### src/rtl/dsp_mac_pkg.sv
// dsp_mac_pkg: shared types and constants for the DSP MAC engine.
// Holds the pre-adder mode encoding and helpers that build the PW-bit
// signed max/min constants used when saturation (DSP_MAC_SAT_EN) is built in.
package dsp_mac_pkg;

    // Pre-adder mode; 2'b11 is treated like PM_B by the datapath.
    typedef enum logic [1:0] {
        PM_B   = 2'b00,
        PM_ADD = 2'b01,
        PM_SUB = 2'b10
    } premode_e;

    // Wide enough to hold the constants for any practical PW.
    localparam int SAT_VW = 128;

    // Largest positive value of a pw-bit signed number, zero-extended.
    function automatic logic [SAT_VW-1:0] pw_smax(input int pw);
        return (SAT_VW'(1) << (pw - 1)) - SAT_VW'(1);
    endfunction

    // Most negative value of a pw-bit signed number, as a pw-bit pattern.
    function automatic logic [SAT_VW-1:0] pw_smin(input int pw);
        return SAT_VW'(1) << (pw - 1);
    endfunction

endpackage

### src/rtl/dsp_mac_mul.sv
// dsp_mac_mul: stages 1-2 of the MAC pipeline.
// Stage 1 registers the operands; stage 2 registers A * (pre-added B/D).
// Both stages advance only when en is high so a stalled output holds them.
module dsp_mac_mul
    import dsp_mac_pkg::*;
#(
    parameter int AW  = 18,
    parameter int BW  = 18,
    parameter int CHW = 2
)(
    input  logic              CLK,
    input  logic              RSTA,
    input  logic              en,
    input  logic              in_valid,
    input  logic [CHW-1:0]    in_ch,
    input  logic [AW-1:0]     A,
    input  logic [BW-1:0]     B,
    input  logic [BW-1:0]     D,
    input  logic [1:0]        premode,
    input  logic              clr,
    output logic              m_valid,
    output logic [CHW-1:0]    m_ch,
    output logic              m_clr,
    output logic [AW+BW:0]    m
);
    localparam int MW = AW + BW + 1;

    logic           s1_valid_q, s1_valid_d;
    logic [CHW-1:0] s1_ch_q, s1_ch_d;
    logic [AW-1:0]  s1_a_q, s1_a_d;
    logic [BW-1:0]  s1_b_q, s1_b_d;
    logic [BW-1:0]  s1_d_q, s1_d_d;
    logic [1:0]     s1_pm_q, s1_pm_d;
    logic           s1_clr_q, s1_clr_d;
    logic           m_valid_q, m_valid_d;
    logic [CHW-1:0] m_ch_q, m_ch_d;
    logic           m_clr_q, m_clr_d;
    logic [MW-1:0]  m_q, m_d;

    logic [BW:0]    b_ext_s, d_ext_s, pre_s;
    logic [MW-1:0]  a_wide_s, pre_wide_s, prod_s;

    // Pre-adder, full-width product and next-state for both stages.
    always_comb begin
        b_ext_s = {s1_b_q[BW-1], s1_b_q};
        d_ext_s = {s1_d_q[BW-1], s1_d_q};
        case (premode_e'(s1_pm_q))
            PM_B:    pre_s = b_ext_s;
            PM_ADD:  pre_s = d_ext_s + b_ext_s;
            PM_SUB:  pre_s = d_ext_s - b_ext_s;
            default: pre_s = b_ext_s;
        endcase
        // Both operands sign-extended to MW so the truncated product is exact.
        a_wide_s   = {{(BW+1){s1_a_q[AW-1]}}, s1_a_q};
        pre_wide_s = {{AW{pre_s[BW]}}, pre_s};
        prod_s     = a_wide_s * pre_wide_s;

        s1_valid_d = s1_valid_q;
        s1_ch_d    = s1_ch_q;
        s1_a_d     = s1_a_q;
        s1_b_d     = s1_b_q;
        s1_d_d     = s1_d_q;
        s1_pm_d    = s1_pm_q;
        s1_clr_d   = s1_clr_q;
        m_valid_d  = m_valid_q;
        m_ch_d     = m_ch_q;
        m_clr_d    = m_clr_q;
        m_d        = m_q;
        if (en) begin
            s1_valid_d = in_valid;
            s1_ch_d    = in_ch;
            s1_a_d     = A;
            s1_b_d     = B;
            s1_d_d     = D;
            s1_pm_d    = premode;
            s1_clr_d   = clr;
            m_valid_d  = s1_valid_q;
            m_ch_d     = s1_ch_q;
            m_clr_d    = s1_clr_q;
            m_d        = prod_s;
        end else begin
            s1_valid_d = s1_valid_q;
            m_valid_d  = m_valid_q;
        end
    end

    // Stage 1 and stage 2 registers.
    always_ff @(posedge CLK or posedge RSTA) begin
        if (RSTA) begin
            s1_valid_q <= 1'b0;
            s1_ch_q    <= '0;
            s1_a_q     <= '0;
            s1_b_q     <= '0;
            s1_d_q     <= '0;
            s1_pm_q    <= 2'b00;
            s1_clr_q   <= 1'b0;
            m_valid_q  <= 1'b0;
            m_ch_q     <= '0;
            m_clr_q    <= 1'b0;
            m_q        <= '0;
        end else begin
            s1_valid_q <= s1_valid_d;
            s1_ch_q    <= s1_ch_d;
            s1_a_q     <= s1_a_d;
            s1_b_q     <= s1_b_d;
            s1_d_q     <= s1_d_d;
            s1_pm_q    <= s1_pm_d;
            s1_clr_q   <= s1_clr_d;
            m_valid_q  <= m_valid_d;
            m_ch_q     <= m_ch_d;
            m_clr_q    <= m_clr_d;
            m_q        <= m_d;
        end
    end

    assign m_valid = m_valid_q;
    assign m_ch    = m_ch_q;
    assign m_clr   = m_clr_q;
    assign m       = m_q;

endmodule

### src/rtl/dsp_mac_engine.sv
// dsp_mac_engine: multi-channel pre-add/multiply/accumulate engine.
// Stage 3 adds the product into the channel's accumulator; every ACC_LEN
// products the sum is loaded into the output register.
// Build option: define DSP_MAC_SAT_EN to saturate on overflow instead of wrapping.
module dsp_mac_engine
    import dsp_mac_pkg::*;
#(
    parameter int AW      = 18,
    parameter int BW      = 18,
    parameter int PW      = 48,
    parameter int NCH     = 4,
    parameter int ACC_LEN = 16
)(
    input  logic                      CLK,
    input  logic                      RSTA,
    input  logic                      in_valid,
    output logic                      in_ready,
    input  logic [$clog2(NCH)-1:0]    in_ch,
    input  logic [AW-1:0]             A,
    input  logic [BW-1:0]             B,
    input  logic [BW-1:0]             D,
    input  logic [1:0]                premode,
    input  logic                      clr,
    output logic                      out_valid,
    input  logic                      out_ready,
    output logic [$clog2(NCH)-1:0]    out_ch,
    output logic [PW-1:0]             P,
    output logic                      OVF
);
    localparam int CHW = $clog2(NCH);
    localparam int MW  = AW + BW + 1;
    localparam int CW  = $clog2(ACC_LEN + 1);
    localparam logic [CW-1:0] CNT_LAST = CW'(ACC_LEN);
`ifdef DSP_MAC_SAT_EN
    localparam logic [PW-1:0] SMAX = PW'(pw_smax(PW));
    localparam logic [PW-1:0] SMIN = PW'(pw_smin(PW));
`endif

    logic           en_s;
    logic           m_valid_s, m_clr_s;
    logic [CHW-1:0] m_ch_s;
    logic [MW-1:0]  m_s;

    logic [PW-1:0]  acc_q [NCH];
    logic [PW-1:0]  acc_d [NCH];
    logic [CW-1:0]  cnt_q [NCH];
    logic [CW-1:0]  cnt_d [NCH];
    logic [NCH-1:0] ovf_q, ovf_d;

    logic           out_valid_q, out_valid_d;
    logic [CHW-1:0] out_ch_q, out_ch_d;
    logic [PW-1:0]  p_q, p_d;
    logic           ovf_out_q, ovf_out_d;

    logic [PW-1:0]  base_acc_s, m_ext_s, sum_s, new_acc_s;
    logic [CW-1:0]  base_cnt_s, new_cnt_s;
    logic           base_ovf_s, add_ovf_s, new_ovf_s;

    // The whole pipeline advances unless a result is waiting on the consumer.
    assign en_s     = !out_valid_q || out_ready;
    assign in_ready = en_s;

    dsp_mac_mul #(
        .AW  (AW),
        .BW  (BW),
        .CHW (CHW)
    ) u_mul (
        .CLK      (CLK),
        .RSTA     (RSTA),
        .en       (en_s),
        .in_valid (in_valid),
        .in_ch    (in_ch),
        .A        (A),
        .B        (B),
        .D        (D),
        .premode  (premode),
        .clr      (clr),
        .m_valid  (m_valid_s),
        .m_ch     (m_ch_s),
        .m_clr    (m_clr_s),
        .m        (m_s)
    );

    // Stage 3: accumulate into the addressed channel and load the output on completion.
    always_comb begin
        acc_d       = acc_q;
        cnt_d       = cnt_q;
        ovf_d       = ovf_q;
        out_valid_d = out_valid_q;
        out_ch_d    = out_ch_q;
        p_d         = p_q;
        ovf_out_d   = ovf_out_q;

        // clr discards the channel's partial sum, count and overflow history.
        base_acc_s = m_clr_s ? '0   : acc_q[m_ch_s];
        base_cnt_s = m_clr_s ? '0   : cnt_q[m_ch_s];
        base_ovf_s = m_clr_s ? 1'b0 : ovf_q[m_ch_s];
        m_ext_s    = PW'($signed(m_s));
        sum_s      = base_acc_s + m_ext_s;
        add_ovf_s  = (base_acc_s[PW-1] == m_ext_s[PW-1]) && (sum_s[PW-1] != base_acc_s[PW-1]);
`ifdef DSP_MAC_SAT_EN
        // Once clamped, the accumulator stays put until the result is emitted.
        if (base_ovf_s) begin
            new_acc_s = base_acc_s;
        end else if (add_ovf_s) begin
            new_acc_s = base_acc_s[PW-1] ? SMIN : SMAX;
        end else begin
            new_acc_s = sum_s;
        end
`else
        new_acc_s = sum_s;
`endif
        new_ovf_s = base_ovf_s | add_ovf_s;
        new_cnt_s = base_cnt_s + CW'(1);

        if (en_s) begin
            // Any held result has been taken (or none existed) when en_s is high.
            out_valid_d = 1'b0;
            if (m_valid_s) begin
                if (new_cnt_s == CNT_LAST) begin
                    acc_d[m_ch_s] = '0;
                    cnt_d[m_ch_s] = '0;
                    ovf_d[m_ch_s] = 1'b0;
                    out_valid_d   = 1'b1;
                    out_ch_d      = m_ch_s;
                    p_d           = new_acc_s;
                    ovf_out_d     = new_ovf_s;
                end else begin
                    acc_d[m_ch_s] = new_acc_s;
                    cnt_d[m_ch_s] = new_cnt_s;
                    ovf_d[m_ch_s] = new_ovf_s;
                end
            end else begin
                out_valid_d = 1'b0;
            end
        end else begin
            out_valid_d = out_valid_q;
        end
    end

    // Channel bank and output register.
    always_ff @(posedge CLK or posedge RSTA) begin
        if (RSTA) begin
            acc_q       <= '{default: '0};
            cnt_q       <= '{default: '0};
            ovf_q       <= '0;
            out_valid_q <= 1'b0;
            out_ch_q    <= '0;
            p_q         <= '0;
            ovf_out_q   <= 1'b0;
        end else begin
            acc_q       <= acc_d;
            cnt_q       <= cnt_d;
            ovf_q       <= ovf_d;
            out_valid_q <= out_valid_d;
            out_ch_q    <= out_ch_d;
            p_q         <= p_d;
            ovf_out_q   <= ovf_out_d;
        end
    end

    assign out_valid = out_valid_q;
    assign out_ch    = out_ch_q;
    assign P         = p_q;
    assign OVF       = ovf_out_q;

endmodule

### config.mk
export PLATFORM = sky130hd
export DESIGN_NAME = dsp_mac_engine
export DESIGN_NICKNAME = d
export VERILOG_FILES = /design/src/rtl/dsp_mac_pkg.sv /design/src/rtl/dsp_mac_mul.sv /design/src/rtl/dsp_mac_engine.sv
export SDC_FILE = /design/constraint.sdc
export NUM_CORES = 2
export LEC_CHECK = 0
export CAP_MARGIN = 20
export CORE_ASPECT_RATIO = 0.6
export CORE_MARGIN = 4
export CORE_UTILIZATION = 45
export DETAILED_ROUTE_END_ITERATION = 16
export DONT_BUFFER_PORTS = 1
export GPL_ROUTABILITY_DRIVEN = 0
export PLACE_DENSITY = 0.58
export SLEW_MARGIN = 20
export SYNTH_ARGS = -nofsm -noshare
export SYNTH_HDL_FRONTEND = slang
export SYNTH_SLANG_ARGS = --single-unit
### constraint.sdc
create_clock -name CLK -period 16.45 [get_ports CLK]
set_input_delay 4.935 -clock CLK [delete_from_list [all_inputs] [get_ports CLK]]
set_output_delay 4.935 -clock CLK [all_outputs]
set_load 0.01 [all_outputs]
==> metrics.log <==
INFO  metric outcome = completed
INFO  metric numCtsBuffers = 39
INFO  metric tightest_slew = 1100 ps
INFO  metric first_global_vias = 24.4k
INFO  metric period_share = 65.0%
INFO  metric area_growth_syn_to_layout = 6.55%
INFO  metric ctsHtreeMaxLevel = 2
INFO  metric horizontal_die_dimension = 353 um
INFO  metric syn-mean-instance-area = 9.26 um2
INFO  metric worst_path_max_fanout = 47
INFO  metric synth_ff_type = dfrtp_1
INFO  metric cts_root_buffer = clkbuf_16
INFO  metric layout.nets = 3,939
INFO  metric synthesis.area = 0.0321 mm2
INFO  metric cts_resized = 0
INFO  metric insertion_delay = 610 ps
INFO  metric netlist_instances = 3,471
INFO  metric drt_pass1_iterations = 6
INFO  metric drv.max_cap_violation_count = 0
INFO  metric core-area = 0.0703 mm2
INFO  metric die-area = 0.0759 mm2
INFO  metric initial_utilization = 45.7%
INFO  metric worst-endpoint-arrival = 5770 ps
INFO  metric number_of_unique_standard_cell_types_used_by_synthesis = 83
INFO  metric drv_slew = 0
INFO  metric worstPathCellList = nor2b_4, buf_4, inv_4
INFO  metric grt_start_max_net_pins = 116
INFO  metric tritoncts_clock_tree = done
INFO  metric finalSetupViolations = 0
INFO  metric final_cell_mix = nand2_1 (773), inv_1 (428), dfrtp_1 (366)
INFO  metric most_common_cell_after_layout_fill_and_taps_aside = nand2_1
INFO  metric r2r.worst_path.cells = 36
INFO  metric ys_warn_count = 0
INFO  metric timing.critical_path.slowest_stage_cell = buf_4
INFO  metric die_height = 215 um
INFO  metric max-slew-margin-rel = 26.8%
INFO  metric cts_setup_buffers = 0
INFO  metric io_buffers = 0
INFO  metric grt_usage = 22.5%
INFO  metric timing.critical_path.slowest_cell_delay = 440 ps
INFO  metric grt_antenna_before_repair = 2
INFO  metric unrepaired_setup_endpoints_after_global_routing = no
INFO  metric finalSetupTns = 0 ps
INFO  metric finalCriticalPeriod = 10,700 ps
INFO  metric synth_edf_count = 0
INFO  metric finalCoreUtilization = 48.7%
INFO  metric route.final.wire_length = 84.2 mm
INFO  metric final_layout_size_suffix_gt1_share = 6.71%
INFO  metric worst_path_clk_slew = 60 ps
INFO  metric worst-endpoint-required = 11,510 ps
INFO  metric vias = 23.8k
INFO  metric pin_count = 116
INFO  metric synth_seq_area_share = 28.7%
INFO  metric report.final.hold_viol_count = 0
INFO  metric multi_input_combinational_cell_area = 0.0206 mm2
INFO  metric synth_nets = 4,039
INFO  metric yosys_register_bits = 369
INFO  metric ff_latch_area = 0.00924 mm2
INFO  metric worst_clock_skew = 43.9 ps
INFO  metric grt-ovfl-total = 0
INFO  metric placementRows = 75
INFO  metric drt-initial-drc-count = 1,993
INFO  metric cts.path.max_buffers = 3
INFO  metric timing.critical_path.to_type = output port
INFO  metric dp_hpwl = 63.4 mm
INFO  metric asr_flop_ratio_synth = 100%
INFO  metric drc_errors = 0
INFO  metric holdBufCountCts = 0
INFO  metric min_path_cells = 2
INFO  metric maxClockFrequency = 93.5 MHz
INFO  metric wire_length_of_the_first_global_routing_pass = 136 mm
INFO  metric routed_wire_length_per_instance = 19.5 um
INFO  metric start_kind = primary input
INFO  metric crit_type = primary input to output port
INFO  metric hold_class = flip-flop to flip-flop
INFO  metric average_vias_per_placed_instance = 5.51
INFO  metric clock-sinks = 369
INFO  metric layout.filler_cells = 6,605
INFO  metric postRouteAntennaNets = 0
==> worst paths after layout <==
path,start,slack (ps),endpoint
worst max-delay path,out_ready,5750,in_ready
worst max register to register,u_mul.s1_b_q[2],5940,u_mul.m[36]
min in group asynchronous,RSTA,4370,P[3]
worst min register to register,u_mul.s1_pm_q[1],470,u_mul.s1_pm_q[1]
max in group asynchronous,RSTA,9800,u_mul.m_ch[0]
worst min-delay path,u_mul.s1_pm_q[1],470,u_mul.s1_pm_q[1]
==> area by class of cell <==
cell class | instances | share of cell area [%]
Multi-Input combinational cell | 2496 | 60.3
Sequential cell | 369 | 27.0
Inverter | 432 | 4.76
Tap cell | 924 | 3.38
Clock buffer | 57 | 3.37
Timing Repair Buffer | 33 | 0.723
Clock inverter | 13 | 0.526
Antenna cell | 1 | 0.00731
==> per-layer routing <==
| metal | track usage [%] | up-vias | share of wire, % |
|---|---|---|---|
| met5 | 0 | - | 0 |
| li1 | - | 11000 | - |
| met1 | 34.4 | 12100 | 49 |
| met4 | 3.98 | 0 | 1.6 |
| met3 | 4.83 | 72 | 7.1 |
| met2 | 33.2 | 633 | 43 |
==> critical path, delay by kind of cell <==
family / cells / cell delay [ps]
buffers and inverters: 2 / 690
and+or+nand+nor: 1 / 80
==> synth_stat cells (all sizes together), types with 40 or more instances <==
cell type	count	area, um2
nand2	776	2920
inv	431	1620
dfrtp	369	9230
fa	337	6750
o21ai	209	1050
ha	168	2100
and2	149	932
clkbuf	141	529
nor2	110	418
a21oi	108	544
xnor2	87	762
nor2b	63	394
a21o	54	405
mux4	54	1220
o31ai	52	390
xor2	40	350
==> metrics by stage <==
stage          setup WS, ps  hold slack (ps)  cell area [um2]  instances
2_1_floorplan          1270              438            32100       3471
3_3_place_gp           5790              450            32900       4254
3_5_place_dp           5770              458            32900       4254
4_1_cts                5770              474            34200       4324
5_1_grt                5320              490            34200       4325
6_report               5750              471            34200       4325
==> sequential cells by signal, summed over array words and instances (netlist names) <==
name and flops:
u_mul.m_clr 1, u_mul.m_ch 2, u_mul.s1_b_q 18, cnt_q 20, acc_q 192, P 48, u_mul.m_valid 1, out_valid 1
u_mul.s1_a_q 18, u_mul.s1_clr_q 1, u_mul.s1_d_q 18, u_mul.s1_pm_q 2, out_ch 2, ovf_q 4, u_mul.m 37, OVF 1
u_mul.s1_ch_q 2, u_mul.s1_valid_q 1
==> logic make-up after synthesis <==
group	Yosys count	synth area share [%]
compound gates	560	11.1
mux	86	4.89
xor+xnor	127	3.46
fa+ha+maj	505	27.5
simple gates	1218	17.0
buf+inv	606	7.23
flops	369	28.7
Power is not shown: default switching activity piles up to over one toggle a cycle in this logic, so the estimate is an artifact.
